## src/rtl/inport_debouncer.sv

```systemverilog
// inport_debouncer: conditions board switches/keys for a PIO inport.
// Each input is optionally inverted (active-low keys), synchronised with two
// flops, then debounced by requiring STABLE_TICKS consecutive sample ticks of
// disagreement before the clean level follows. Level changes raise a one-cycle
// pulse and per-bit sticky event flags that drive a registered interrupt.
`timescale 1ns/1ps

module inport_debouncer #(
    parameter int               WIDTH        = 16,
    parameter int               TICK_DIV     = 50000,
    parameter int               STABLE_TICKS = 10,
    parameter logic [WIDTH-1:0] INVERT_MASK  = '0
) (
    input  logic             clk,
    input  logic             reset_n,
    input  logic [WIDTH-1:0] raw_in,
    input  logic             clear_events,
    output logic [WIDTH-1:0] debounced,
    output logic             change_pulse,
    output logic [WIDTH-1:0] events,
    output logic             irq
);

    // 20 bits covers the largest legal divider (count tops out at 2^20-1).
    localparam int            PW        = 20;
    localparam logic [PW-1:0] TICK_LAST = PW'(TICK_DIV - 1);
    localparam logic [3:0]    CNT_LAST  = 4'(STABLE_TICKS - 1);

    logic [WIDTH-1:0]      cond;
    logic [WIDTH-1:0]      sync1;
    logic [WIDTH-1:0]      sync2;
    logic [WIDTH-1:0]      state;
    logic [WIDTH-1:0]      toggled;
    logic [WIDTH-1:0][3:0] cnt;
    logic [WIDTH-1:0][3:0] cnt_next;
    logic [PW-1:0]         presc;
    logic                  tick;

    // Active-low keys are flipped here so everything downstream is active-high.
    assign cond      = raw_in ^ INVERT_MASK;
    assign tick      = (presc == TICK_LAST);
    assign debounced = state;

    // Two-flop synchroniser for the asynchronous pin levels.
    always_ff @(posedge clk or negedge reset_n) begin
        if (!reset_n) begin
            sync1 <= '0;
            sync2 <= '0;
        end else begin
            sync1 <= cond;
            sync2 <= sync1;
        end
    end

    // Sample-tick prescaler counting 0..TICK_DIV-1 and wrapping on the tick.
    always_ff @(posedge clk or negedge reset_n) begin
        if (!reset_n) begin
            presc <= '0;
        end else if (tick) begin
            presc <= '0;
        end else begin
            presc <= presc + 1'b1;
        end
    end

    // Per-bit stability counting: agreement clears the count at once, each
    // disagreeing tick advances it, and the last one accepts the new level.
    always_comb begin
        toggled  = '0;
        cnt_next = cnt;
        for (int i = 0; i < WIDTH; i++) begin
            if (sync2[i] == state[i]) begin
                cnt_next[i] = 4'd0;
            end else if (tick) begin
                if (cnt[i] == CNT_LAST) begin
                    toggled[i]  = 1'b1;
                    cnt_next[i] = 4'd0;
                end else begin
                    cnt_next[i] = cnt[i] + 4'd1;
                end
            end
        end
    end

    // Debounced state and stability counters.
    always_ff @(posedge clk or negedge reset_n) begin
        if (!reset_n) begin
            state <= '0;
            cnt   <= '0;
        end else begin
            state <= state ^ toggled;
            cnt   <= cnt_next;
        end
    end

    // Change pulse, sticky events (a toggle wins over a simultaneous clear)
    // and the interrupt, which trails the event flags by one cycle.
    always_ff @(posedge clk or negedge reset_n) begin
        if (!reset_n) begin
            change_pulse <= 1'b0;
            events       <= '0;
            irq          <= 1'b0;
        end else begin
            change_pulse <= |toggled;
            events       <= (clear_events ? '0 : events) | toggled;
            irq          <= |events;
        end
    end

endmodule

```

## config.mk

```make
export PLATFORM = sky130hd
export DESIGN_NAME = inport_debouncer
export DESIGN_NICKNAME = d
export VERILOG_FILES = /design/src/rtl/inport_debouncer.sv
export SDC_FILE = /design/constraint.sdc
export NUM_CORES = 1
export LEC_CHECK = 0
export ABC_CLOCK_PERIOD_IN_PS = 2190
export CAP_MARGIN = 10
export CORE_ASPECT_RATIO = 0.9
export CORE_MARGIN = 4
export CORE_UTILIZATION = 28
export DETAILED_ROUTE_END_ITERATION = 10
export GPL_TIMING_DRIVEN = 1
export PLACE_DENSITY = 0.46
export SYNTH_ARGS = -nofsm -noshare
export SYNTH_HDL_FRONTEND = slang
export SYNTH_SLANG_ARGS = --single-unit
```

## constraint.sdc

```tcl
create_clock -name clk -period 2.19 [get_ports clk]
set_input_delay 0.438 -clock clk [delete_from_list [all_inputs] [get_ports clk]]
set_output_delay 0.438 -clock clk [all_outputs]
set_load 0.01 [all_outputs]
```

==> impl_results.md <==
- Diode count: 0
- Worst Skew: 0.01113 ns
- Layout cells sized above 1: 0.1283
- Die W: 173.1 µm
- Num CTS Buffers: 17
- Worst hold path class: flip-flop to flip-flop
- Total core area: 24190 µm²
- Syn nets: 713
- Root Driver: clkbuf_16
- GR Overflow Total: 0
- IO buf count: 52
- Period minus WS final: 2.165 ns
- Die area: 27090 µm²
- Synth top area share: 0.5467
- Post-Syn Area per Cell: 10.39 µm²
- Status: finished, final reports clean
- Crit path launch type: flip-flop
- WS Path Type: flip-flop to flip-flop
- Vias in the first global route: 5042
- CTS sink cnt: 150
- Nets: 787
- Core Util, Final: 0.3550
- DR iter-0 viols: 294
- DP Worst Slack: 0.004863 ns
- Area share of and/or/nand/nor cells after synthesis: 0.1966
- Mux share of post-synthesis cell area: 0.02788
- I/O pin cnt: 53
- Largest net degree at the start of global routing: 61
- Synthesized area: 6865 µm²
- Cell taking the most area after synthesis: dfrtp_1
- Final slew viol count: 0
- P&R area growth vs syn: 25.08%
- RSZ-0062 raised after global routing: true
- Drt total wl: 15370 µm
- Commonest non-fill, non-tap cell in the layout: dfrtp_1
- Rel. slew slack: 0.6402
- Global-route wire length before repair: 25760 µm
- CTS tree: yes
- Final hold violation count: 0
- Setup WS post-layout: 0.02545 ns
- DRC viols: 0
- Clock tree buffer depth: 2
- Post-synthesis xor/xnor area fraction: 0.04082
- Fin crit share: 0.9884
- DR pass1 iterations: 6
- Top area cells in the synthesized netlist: dfrtp_1 (55%), ha_1 (6.0%), or3_1 (5.3%)
- DIE HEIGHT: 156.6 µm
- Vias/cell: 4.795
- Warning count from the yosys run: 0
- Htree depth: 4
- ANT nets after route: 0
- Post-synthesis cell type count: 36
- CTS clock-pin slew for the worst setup and hold paths: 0.06 ns
- Setup crit end kind: flip-flop
- Register area share after synthesis: 0.5467
- Routed via count: 5064
- Total Routing Usage GR: 0.1167
- Pwr Density: 694.7 nW/µm²
- Most frequent cells in the layout: dfrtp_1 (150), nand2_1 (65), or3_1 (58), a21oi_1 (56), clkdlybuf4s50_1 (51)
- Final Wtd Congestion: 0.7531
- Synth Area in Adders: 0.06014
- Routed length per instance: 14.56 µm
- Worst IR Drop VDD: 0.4228 mV
- Lkg Pwr: 0.003563 µW
- Post-synthesis compound-gate area fraction: 0.08730
- Max-cap violations: 0
- Initial core utilization: 0.2838
- Final setup fails: 0
- Largest family of logic cells by synthesized area: simple AND/OR/NAND/NOR gates
- WP data required: 2.54 ns
- Max Freq: 462.0 MHz
- Initial antenna violation count: 0
- Post-DP HPWL: 10410 µm
- Worst Tran Pin Value: 0.5348 ns
- Max FO, Critical Path: 39
- Clk Latency, worst-skew pair: 0.43 ns
- Setup Buffers After CTS: 0
- Synth Register Bits: 150
- FP Rows: 54
- Worst Path Arrival: 2.52 ns
- Cells after Synth: 661
## cells by family (layout without fill, tap and decap cells)
| family | after synthesis | count (layout) |
|---|---|---|
| adder cells (fa/ha/maj) | 33 | 33 |
| flip-flops | 150 | 150 |
| AO/OA/AOI/OAI | 115 | 115 |
| buffers and inverters | 68 | 155 |
| XOR/XNOR | 32 | 32 |
| AND/OR/NAND/NOR | 246 | 246 |
| multiplexers | 17 | 17 |
## per-layer routing
layer	global-route usage	vias up	part of all wire
li1	-	2443	-
met1	0.1566	2506	0.49
met2	0.1867	96	0.46
met3	0.03188	19	0.039
met4	0.03457	0	0.011
met5	0	-	0
## layout make-up
class	count	area (µm²)
Fill cell	2426	15600
Sequential cell	150	3754
Multi-Input combinational cell	443	2900
Timing Repair Buffer	74	764.5
Clock buffer	20	446.7
Tap cell	308	385.4
Inverter	49	183.9
Clock inverter	12	152.6
## path summary, 6_finish.rpt
check                      startpoint  endpoint  slack, ns  cells past startpoint
max in group asynchronous     reset_n    cnt[5]       1.02                      3
hold reg to reg              sync1[1]  sync2[1]       0.35                      0
hold / removal               sync1[1]  sync2[1]       0.35                      0
min in group asynchronous     reset_n  sync2[3]       0.50                      2
setup / recovery            presc[17]   cnt[26]       0.03                      6
setup reg to reg            presc[17]   cnt[26]       0.03                      6
## worst max-delay path, cell delays in order, from the launching register on
cell	delay [ns]
dfrtp_1	0.39
or4_4	0.57
nor3_4	0.22
nand2_4	0.09
buf_12	0.18
or4_4	0.49
a21oi_2	0.16
## synthesized netlist by cell type
cell type,number
nand4_1,8
nor4bb_1,1
buf_6,2
clkbuf_1,11
mux2_2,17
nand2_4,1
and3_1,3
nand2_1,66
and3b_1,4
and2_2,1
or3_1,58
nor4_1,5
nand2b_1,4
xor2_1,9
or4b_4,1
and2_1,4
or4_1,18
dfrtp_1,150
o21ai_0,33
xnor2_1,23
and3_2,1
buf_4,2
o32ai_1,1
nor3_1,2
o22ai_1,16
a21oi_1,65
ha_1,33
nand3_1,23
nor2b_1,15
or2_2,1
and4_2,2
nor3_2,1
inv_1,49
nor3_4,1
buf_1,4
nor2_1,26
## per-stage QoR
step / setup TNS [ns] / hold slack, ns / cells / total power [µW] / instance area [µm²]
after floorplan: 0 / 0.1424 / 661 / 2893 / 6865
after global placement: 0 / 0.3321 / 1023 / 3012 / 7914
after detailed placement: 0 / 0.3347 / 1023 / 3015 / 7914
after CTS: 0 / 0.3490 / 1056 / 6064 / 8523
after global routing: -0.3601 / 0.3572 / 1056 / 6223 / 8587
final: 0 / 0.3459 / 1056 / 5965 / 8587
## report_power, final
part | total, µW | switching, µW | internal [µW] | leakage, µW
clock | 3000 | 1180 | 1820 | 0.000282
sequential | 2820 | 14.1 | 2800 | 0.00201
combinational | 146 | 91.3 | 54.7 | 0.00127
## timing repair
| item | 4_1_cts | 5_1_grt |
|---|---|---|
| hold buffers | 1 | 0 |
| gates resized for setup | 0 | 17 |
| endpoints found under the hold margin | 40 | 0 |
| setup endpoints to repair | 0 | 22 |
No activity file was read; power rests on OpenSTA's default activity.
